### config.mk
export PLATFORM = sky130hd
export DESIGN_NAME = mem_port_arbiter_flat
export DESIGN_NICKNAME = d
export VERILOG_FILES = /design/src/rtl/mem_port_arbiter_pkg.sv /design/src/rtl/mem_port_arbiter_if.sv /design/src/rtl/mem_port_arbiter.sv /design/src/flat_wrapper.sv
export SDC_FILE = /design/constraint.sdc
export NUM_CORES = 1
export LEC_CHECK = 0
export BUFFER_PORTS_ARGS = -buffer_cell sky130_fd_sc_hd__buf_2
export CORE_MARGIN = 4
export CORE_UTILIZATION = 29
export DETAILED_ROUTE_END_ITERATION = 10
export PLACE_DENSITY = 0.72
export SETUP_SLACK_MARGIN = 0.1
export SYNTH_ARGS = -nofsm -noshare
export SYNTH_HDL_FRONTEND = slang
export SYNTH_SLANG_ARGS = --single-unit
### constraint.sdc
create_clock -name clk -period 1.65 [get_ports clk]
set_clock_uncertainty 0.2 [all_clocks]
set_input_delay 0.0825 -clock clk [delete_from_list [all_inputs] [get_ports clk]]
set_output_delay 0.0825 -clock clk [all_outputs]
set_load 0.01 [all_outputs]
### src/rtl/mem_port_arbiter_pkg.sv
// -----------------------------------------------------------------------------
// mem_port_arbiter_pkg
// Shared CPU package: control-unit opcodes plus the encodings used by the
// single-port memory arbiter (FSM state codes and read-owner codes).
// No ports; imported with `import mem_port_arbiter_pkg::*;`.
// -----------------------------------------------------------------------------
package mem_port_arbiter_pkg;

  // Control-unit opcodes.
  typedef enum logic [3:0] {
    OPC_NOP    = 4'd0,
    OPC_LOAD   = 4'd1,
    OPC_STORE  = 4'd2,
    OPC_ALU    = 4'd3,
    OPC_ALUI   = 4'd4,
    OPC_BRANCH = 4'd5,
    OPC_JUMP   = 4'd6
  } ctrl_opcode_e;

  // Opcodes that need the data side of the memory port.
  function automatic logic is_mem_opcode(input ctrl_opcode_e op);
    return (op == OPC_LOAD) || (op == OPC_STORE);
  endfunction

  // Arbiter FSM states. Kept as plain constants so older code comparing
  // against a raw bit still works.
  localparam logic [0:0] ST_ARB  = 1'b0;
  localparam logic [0:0] ST_LOCK = 1'b1;

  // Who owns the read data returning next cycle.
  typedef enum logic [1:0] {
    OWN_NONE = 2'd0,
    OWN_IF   = 2'd1,
    OWN_DS   = 2'd2
  } owner_e;

endpackage

### src/rtl/mem_port_arbiter_if.sv
// -----------------------------------------------------------------------------
// mem_port_arbiter_if
// Bundles the fetch requester, data requester, shared read data, lock status
// and memory-side signals of the memory port arbiter.
//   slave  : arbiter view (takes requests and mem_rdata, drives grants,
//            rvalids, rdata, locked and the memory command)
//   master : environment view (requesters plus memory model)
// Parameters: ADDR_W address width, DATA_W data width.
// -----------------------------------------------------------------------------
interface mem_port_arbiter_if #(
  parameter int ADDR_W = 4,
  parameter int DATA_W = 8
);
  // fetch side
  logic              if_req;
  logic [ADDR_W-1:0] if_addr;
  logic              if_gnt;
  logic              if_rvalid;
  // data side
  logic              ds_req;
  logic              ds_we;
  logic              ds_lock;
  logic [ADDR_W-1:0] ds_addr;
  logic [DATA_W-1:0] ds_wdata;
  logic              ds_gnt;
  logic              ds_rvalid;
  // shared read data and lock status
  logic [DATA_W-1:0] rdata;
  logic              locked;
  // memory side
  logic              mem_en;
  logic              mem_we;
  logic [ADDR_W-1:0] mem_addr;
  logic [DATA_W-1:0] mem_wdata;
  logic [DATA_W-1:0] mem_rdata;

  modport slave (
    input  if_req, if_addr,
    input  ds_req, ds_we, ds_lock, ds_addr, ds_wdata,
    input  mem_rdata,
    output if_gnt, if_rvalid, ds_gnt, ds_rvalid, rdata, locked,
    output mem_en, mem_we, mem_addr, mem_wdata
  );

  modport master (
    output if_req, if_addr,
    output ds_req, ds_we, ds_lock, ds_addr, ds_wdata,
    output mem_rdata,
    input  if_gnt, if_rvalid, ds_gnt, ds_rvalid, rdata, locked,
    input  mem_en, mem_we, mem_addr, mem_wdata
  );
endinterface

### src/rtl/mem_port_arbiter.sv
// -----------------------------------------------------------------------------
// mem_port_arbiter
// Shares one single-port synchronous memory between an instruction fetch
// requester (read only) and a data requester (load/store, optional lock).
// Grants are combinational; the data side wins ties unless the fetch side
// has been denied MAX_WAIT cycles in a row. A locked data access keeps the
// port for the data side (LOCK state) until an unlocked transfer or an idle
// data cycle. Read ownership is registered so the one-cycle-late memory data
// is flagged to the correct requester.
// Ports:
//   clk, rst_n : clock, asynchronous active-low reset
//   bus        : mem_port_arbiter_if.slave (requests, grants, rvalids,
//                rdata, locked, memory command and mem_rdata)
// Parameters: ADDR_W, DATA_W, MAX_WAIT (1..7).
// -----------------------------------------------------------------------------
module mem_port_arbiter
  import mem_port_arbiter_pkg::*;
#(
  parameter int ADDR_W   = 4,
  parameter int DATA_W   = 8,
  parameter int MAX_WAIT = 3
) (
  input  logic                clk,
  input  logic                rst_n,
  mem_port_arbiter_if.slave   bus
);

  // MAX_WAIT is at most 7, so a 3-bit counter always holds it.
  localparam int              CNT_W    = 3;
  localparam logic [CNT_W-1:0] WAIT_MAX = CNT_W'(MAX_WAIT);

  logic [0:0]       state, state_nxt;
  logic [CNT_W-1:0] starve_cnt, starve_cnt_nxt;
  owner_e           owner_p1, owner_nxt;
  logic             force_if;
  logic             if_gnt, ds_gnt;

  // Forced fetch grant only in ARB; a starved fetch waits out a LOCK.
  assign force_if = (state == ST_ARB) && (starve_cnt == WAIT_MAX);

  always_comb begin
    if_gnt = 1'b0;
    ds_gnt = 1'b0;
    if (state == ST_LOCK) begin
      ds_gnt = bus.ds_req;
    end else if (bus.if_req && (!bus.ds_req || force_if)) begin
      if_gnt = 1'b1;
    end else begin
      ds_gnt = bus.ds_req;
    end
  end

  assign bus.if_gnt = if_gnt;
  assign bus.ds_gnt = ds_gnt;

  // Memory command follows the winner; everything is 0 with no grant.
  always_comb begin
    bus.mem_en    = if_gnt | ds_gnt;
    bus.mem_we    = ds_gnt & bus.ds_we;
    bus.mem_addr  = '0;
    bus.mem_wdata = '0;
    if (if_gnt) begin
      bus.mem_addr = bus.if_addr;
    end else if (ds_gnt) begin
      bus.mem_addr = bus.ds_addr;
      if (bus.ds_we) begin
        bus.mem_wdata = bus.ds_wdata;
      end
    end
  end

  always_comb begin
    state_nxt = state;
    if (state == ST_ARB) begin
      if (ds_gnt && bus.ds_lock) begin
        state_nxt = ST_LOCK;
      end
    end else begin
      // In LOCK ds_gnt == ds_req, so this covers both exit conditions.
      if (!bus.ds_req || !bus.ds_lock) begin
        state_nxt = ST_ARB;
      end
    end
  end

  // Counts consecutive fetch denials, saturating at MAX_WAIT.
  always_comb begin
    starve_cnt_nxt = starve_cnt;
    if (!bus.if_req || if_gnt) begin
      starve_cnt_nxt = '0;
    end else if (starve_cnt != WAIT_MAX) begin
      starve_cnt_nxt = starve_cnt + 1'b1;
    end
  end

  always_comb begin
    owner_nxt = OWN_NONE;
    if (if_gnt) begin
      owner_nxt = OWN_IF;
    end else if (ds_gnt && !bus.ds_we) begin
      owner_nxt = OWN_DS;
    end
  end

  // ---- stage p0 -> p1: state, starvation count, read owner ----
  always_ff @(posedge clk or negedge rst_n) begin
    if (!rst_n) begin
      state      <= ST_ARB;
      starve_cnt <= '0;
      owner_p1   <= OWN_NONE;
    end else begin
      state      <= state_nxt;
      starve_cnt <= starve_cnt_nxt;
      owner_p1   <= owner_nxt;
    end
  end

  assign bus.if_rvalid = (owner_p1 == OWN_IF);
  assign bus.ds_rvalid = (owner_p1 == OWN_DS);
  assign bus.rdata     = bus.mem_rdata;
  assign bus.locked    = (state == ST_LOCK);

endmodule

### src/flat_wrapper.sv
// flat-port wrapper written by rule: the top's interface ports become plain ports
module mem_port_arbiter_flat import mem_port_arbiter_pkg::*;
#(
  parameter int ADDR_W   = 4,
  parameter int DATA_W   = 8,
  parameter int MAX_WAIT = 3
)
  (clk, rst_n, bus_if_req, bus_if_addr, bus_ds_req, bus_ds_we, bus_ds_lock, bus_ds_addr, bus_ds_wdata, bus_mem_rdata, bus_if_gnt, bus_if_rvalid, bus_ds_gnt, bus_ds_rvalid, bus_rdata, bus_locked, bus_mem_en, bus_mem_we, bus_mem_addr, bus_mem_wdata);
  mem_port_arbiter_if #(.ADDR_W(ADDR_W), .DATA_W(DATA_W)) bus_i ();
  input  logic clk;
  input  logic rst_n;
  input wire logic [$bits(bus_i.if_req)-1:0] bus_if_req;
  input wire logic [$bits(bus_i.if_addr)-1:0] bus_if_addr;
  input wire logic [$bits(bus_i.ds_req)-1:0] bus_ds_req;
  input wire logic [$bits(bus_i.ds_we)-1:0] bus_ds_we;
  input wire logic [$bits(bus_i.ds_lock)-1:0] bus_ds_lock;
  input wire logic [$bits(bus_i.ds_addr)-1:0] bus_ds_addr;
  input wire logic [$bits(bus_i.ds_wdata)-1:0] bus_ds_wdata;
  input wire logic [$bits(bus_i.mem_rdata)-1:0] bus_mem_rdata;
  output wire logic [$bits(bus_i.if_gnt)-1:0] bus_if_gnt;
  output wire logic [$bits(bus_i.if_rvalid)-1:0] bus_if_rvalid;
  output wire logic [$bits(bus_i.ds_gnt)-1:0] bus_ds_gnt;
  output wire logic [$bits(bus_i.ds_rvalid)-1:0] bus_ds_rvalid;
  output wire logic [$bits(bus_i.rdata)-1:0] bus_rdata;
  output wire logic [$bits(bus_i.locked)-1:0] bus_locked;
  output wire logic [$bits(bus_i.mem_en)-1:0] bus_mem_en;
  output wire logic [$bits(bus_i.mem_we)-1:0] bus_mem_we;
  output wire logic [$bits(bus_i.mem_addr)-1:0] bus_mem_addr;
  output wire logic [$bits(bus_i.mem_wdata)-1:0] bus_mem_wdata;
  assign bus_i.if_req = bus_if_req;
  assign bus_i.if_addr = bus_if_addr;
  assign bus_i.ds_req = bus_ds_req;
  assign bus_i.ds_we = bus_ds_we;
  assign bus_i.ds_lock = bus_ds_lock;
  assign bus_i.ds_addr = bus_ds_addr;
  assign bus_i.ds_wdata = bus_ds_wdata;
  assign bus_i.mem_rdata = bus_mem_rdata;
  assign bus_if_gnt = bus_i.if_gnt;
  assign bus_if_rvalid = bus_i.if_rvalid;
  assign bus_ds_gnt = bus_i.ds_gnt;
  assign bus_ds_rvalid = bus_i.ds_rvalid;
  assign bus_rdata = bus_i.rdata;
  assign bus_locked = bus_i.locked;
  assign bus_mem_en = bus_i.mem_en;
  assign bus_mem_we = bus_i.mem_we;
  assign bus_mem_addr = bus_i.mem_addr;
  assign bus_mem_wdata = bus_i.mem_wdata;
  mem_port_arbiter #(.ADDR_W(ADDR_W), .DATA_W(DATA_W), .MAX_WAIT(MAX_WAIT)) u_core (.clk(clk), .rst_n(rst_n), .bus(bus_i));
endmodule
# After elaboration in Yosys (flattened, before gate mapping)
# Index checks and enable logic that the tools add are counted.
[totals]
latch_bits = 0
n_memories = 0
out_inout_bits = 27
mem_bits_rw = 0
in_bits = 30
elab_cells = 39
register_bits = 6
mem_bits_ro = 0
[classes]
multipliers = 0
bitwise = 3
n_eq_ne = 4
reduce_logical = 12
n_shift = 0
mux = 16
n_addsub = 1
magnitude_cmp = 0
div = 0
[ops]
columns = ["cell", "n"]
rows = [
  ["$mux W8", 3],
  ["$mux W4", 2],
  ["$mux W1", 7],
  ["$mux W3", 2],
  ["$logic_and A1 B1 Y1", 4],
  ["$logic_not A1 Y1", 4],
  ["$mux W2", 2],
  ["$add A3 B1 Y3 const B", 1],
  ["$eq A3 B2 Y1 const B", 1],
  ["$logic_or A1 B1 Y1", 3],
  ["$ne A3 B2 Y1 const B", 1],
  ["$eq A2 B1 Y1 const B", 1],
  ["$eq A2 B2 Y1 const B", 1],
  ["$reduce_bool A2 Y1", 1],
  ["$and A1 B1 Y1", 1],
  ["$not A1 Y1", 1],
  ["$or A1 B1 Y1", 1],
]

# Depth between registers and ports, before layout
[logic_depth]
word_depth = 9
mapped_depth = 6
ltp_nobuf = 5

# Worst setup path before layout
# Ideal clock, no wire load.
[synth_timing]
path_kind = "reg-to-output"
startpoint = "reg u_core.starve_cnt[0]"
endpoint = "out bus_mem_wdata[0]"
t_required_ns = 1.367
setup_slack_ns = 0.008
stages_incl_launch_ff = 7
n_path_buf = 1
t_arrival_ns = 1.359
path_cell_list = "dfrtp_1 ha_1 ha_1 nand3b_1 and3_1 buf_6 and2_4"
[synth_between]
elab_chain_cells = 8
word_cells_on_any_way = 10
cone_classes = "eq/ne (1); mux (6); reduce/logical (3)"
[synth_rtl]
columns = ["element", "line", "text"]
rows = [
  ["start: declaration", "mem_port_arbiter.sv:33", "logic [CNT_W-1:0] starve_cnt, starve_cnt_nxt;"],
  ["start signal: assignment", "mem_port_arbiter.sv:113", "starve_cnt <= starve_cnt_nxt;"],
  ["$eq A3 B2 Y1 (*)", "mem_port_arbiter.sv:39", "assign force_if = (state == ST_ARB) && (starve_cnt == WAIT_MAX);"],
  ["$logic_and A1 B1 Y1 (*)", "mem_port_arbiter.sv:39", ""],
  ["$logic_or A1 B1 Y1 (*)", "mem_port_arbiter.sv:46", "end else if (bus.if_req && (!bus.ds_req || force_if)) begin"],
  ["$logic_and A1 B1 Y1 (*)", "mem_port_arbiter.sv:46", ""],
  ["$mux W1", "mem_port_arbiter.sv:46", ""],
  ["$mux W1", "mem_port_arbiter.sv:44", "if (state == ST_LOCK) begin"],
  ["$mux W8", "mem_port_arbiter.sv:64", "end else if (ds_gnt) begin"],
  ["$mux W8 (*)", "mem_port_arbiter.sv:62", "if (if_gnt) begin"],
  ["end: declaration", "flat_wrapper.sv:29", "output wire logic [$bits(bus_i.mem_wdata)-1:0] bus_mem_wdata;"],
]
# Every way passes the cells marked *; elsewhere a longest branch is shown, timed or not.

# Worst setup path after layout
[layout_timing]
startpoint = "reg u_core.starve_cnt[1]"
endpoint = "out bus_mem_wdata[5]"
# Same word-level chain as after synthesis.

==> summary.txt <==
GRT
  – GRT Util Overall: 16.30%
  – Global-route wire length before repair: 3063 um
  – Gr ovfl total: 0
  – Largest net degree at the start of global routing: 8
  – Vias in the first global route: 670
  – Antenna violations before repair: 0

Cells and area
  – Area delta synth->final: 108.8%
  – Design Area, Final: 1042 um2
  – Layout cells sized above 1: 68.18%
  – Util after Layout: 66.85%
  – Antenna diodes: 0
  – Nets: 144
  – Non-Filler Instances: 126
  – Fill cells: 109

Logic synthesis
  – Avg Cell Area, Syn: 9.601 um2
  – Yosys cell types: 18
  – Synth warn: 0
  – Seq/Total Area, Yosys: 30.08%
  – Mapped Area: 499.2 um2
  – Synthesized net count: 84
  – Syn Inst Count: 52
  – Synth Register Bits: 6

Detailed routing
  – Detailed-route via count: 624
  – Via/cell ratio: 4.952
  – Antenna Nets Post-Route: 0
  – Drt pass-1 iters: 3
  – # DRC: 0
  – Final WL: 2034 um
  – Post-DR wirelength/cell: 16.14 um
  – 1st-iter DRT viols: 5

Power and ir drop
  – Total power draw: 0.5076 mW
  – VDD IR max: 0.0003588 V
  – P_leak: 0.5256 nW
  – Pwr dens: 487.0 nW/um2

Status
  – Violated checks: negative setup slack
  – Status: finished, violations left

Placed design
  – Port bufs: 40
  – Area of placed instances: 689.4 um2
  – DP HPWL: 1175 um
  – RD Place Congestion: 0.8348
  – Post-Place Cells: 103

Floorplanning
  – Core area: 1559 um2
  – Height of the die: 49.49 um
  – Initial core utilization: 32.02%
  – Die area: 2449 um2
  – IO Count: 57
  – Die X: 49.49 um
  – Std-Cell Rows: 14

Min path
  – Worst Hold Class: input pin to register

Setup path
  – Req. time, crit path: 1.37 ns
  – Worst Setup Start Kind: register
  – Worst Path Arrival: 1.61 ns
  – Max incr delay on CP: 0.39 ns
  – Crit path buf inv count: 1
  – Kind of critical path: register to primary output
  – CP Max Fanout: 5
  – Worst setup EP type: primary output
  – Cell family with most CP delay: simple AND/OR/NAND/NOR gates
  – CP max-delay cell: dfrtp_1
  – CP Cell Sequence: ha_2, ha_4, nand3b_1, and3_4, and2_4, buf_6

Clock network
  – Skew-Pair Late Insertion Delay: 0.24 ns
  – Worst-path clk slew: 0.05 ns
  – TritonCTS Buffers: 3
  – Htree depth: 1
  – CTS tree: yes
  – Deepest clock path buffer count: 2
  – Root buf cell: clkbuf_4
  – CTS sink count: 6

Timing
  – Slew margin rel.: 74.56%
  – Post-route clock period utilization: 114.5%
  – Fin. max-slew vios: 0
  – Slew @ Worst Pin: 0.3802 ns
  – Unrepaired setup endpoints after global routing: yes
  – Endpoints failing setup: 15
  – Final Hold Vio Count: 0
  – Fmax: 529.5 MHz
  – Final WS setup: -0.2386 ns
  – Tmin final: 1.889 ns
  – WHS: 0.004525 ns

Flow run
  – Max-cap violations: 0
[metrics by stage]
stage	setup TNS, ns	setup slack, ns
after floorplan	0	0.1005
after global placement	-0.3168	-0.04347
after detailed placement	-0.8939	-0.1144
after CTS	-3.232	-0.2563
after global routing	-4.550	-0.3251
final	-3.223	-0.2386
[final cells by class]
type | instances | area [um2] | share of cell area [%]
Sequential cell | 6 | 150.1 | 14.41
Multi-Input combinational cell | 35 | 339.1 | 32.53
Inverter | 2 | 10.01 | 0.9604
Clock buffer | 3 | 22.52 | 2.161
Tap cell | 16 | 20.02 | 1.921
Timing Repair Buffer | 64 | 500.5 | 48.02
[sequential cells by signal, summed over array words and instances, names as in the netlist]
name and count:
u_core.starve_cnt 3, u_core.owner_p1 2, u_core.bus.locked 1
[placed cells by master (no fill, tap or decap), types with 2 or more instances in the layout]
master / instances
a22o_1: 4
and2_4: 9
nand2b_1: 2
and2_1: 2
nand3b_1: 2
buf_4: 6
buf_6: 16
and3_4: 3
clkbuf_4: 3
nor2b_1: 2
nand3_1: 2
dlygate4sd3_1: 13
dfrtp_1: 6
buf_2: 29
[report_power, final]
group          internal, mW  switching, mW  total [mW]
Clock                0.0824         0.0544       0.137
Sequential            0.155        0.00647       0.162
Combinational         0.124         0.0856       0.209
[logic make-up after synthesis]
logic type / Yosys count / synth area share [%]
AO/OA/AOI/OAI: 8 / 13.28
adder cells (fa/ha/maj): 2 / 5.012
buffers and inverters: 12 / 18.05
flip-flops: 6 / 30.07
AND/OR/NAND/NOR: 24 / 33.58
[metal layers]
metal | vias to the layer above | wire length (um) | GRT usage (%)
met5 | - | 0 | 0
met4 | 0 | 83 | 10.60
met3 | 8 | 140 | 3.313
met2 | 38 | 1088 | 29.02
met1 | 288 | 723 | 17.29
li1 | 290 | - | -
[repair_timing]
action / in CTS / in global routing
endpoints found under the setup margin: 18 / 21
buffers inserted: 3 / 3
hold endpoints to repair: 19 / 0
gates cloned: 1 / 0
resized for setup: 23 / 9
pin swaps: 22 / 5
hold buffers: 13 / 0
[Yosys cell counts]
cell	instances	share of area [%]
dfrtp_1	6	30
and3_1	1	1.3
a21boi_0	1	1.5
a22o_1	4	7.0
buf_6	2	4.5
and2_4	8	14
nand3b_1	2	3.0
inv_1	2	1.5
and3_2	1	1.5
o31ai_1	2	3.0
nor2b_1	3	3.8
and2_1	3	3.8
a21oi_2	1	1.8
nand2b_1	2	2.5
ha_1	2	5.0
nor2_1	1	0.75
nand3_1	3	3.0
buf_4	8	12
[path summary, 6_finish.rpt]
| path | cells past startpoint | slack (ns) | startpoint | to |
|---|---|---|---|---|
| setup reg to reg | 7 | 0.02 | u_core.starve_cnt[1]$_DFFE_PN0P_ | u_core.starve_cnt[0]$_DFFE_PN0P_ |
| hold / removal | 2 | 0.005 | bus_ds_req | u_core.bus.locked$_DFF_PN0_ |
| hold reg to reg | 2 | 0.41 | u_core.starve_cnt[1]$_DFFE_PN0P_ | u_core.starve_cnt[1]$_DFFE_PN0P_ |
| min in group asynchronous | 3 | 0.58 | rst_n | u_core.owner_p1[0]$_DFF_PN0_ |
| setup / recovery | 6 | -0.24 | u_core.starve_cnt[1]$_DFFE_PN0P_ | bus_mem_wdata[5] |
| max in group asynchronous | 3 | 0.45 | rst_n | u_core.owner_p1[1]$_DFF_PN0_ |
Power figures use the tool's default switching activity.
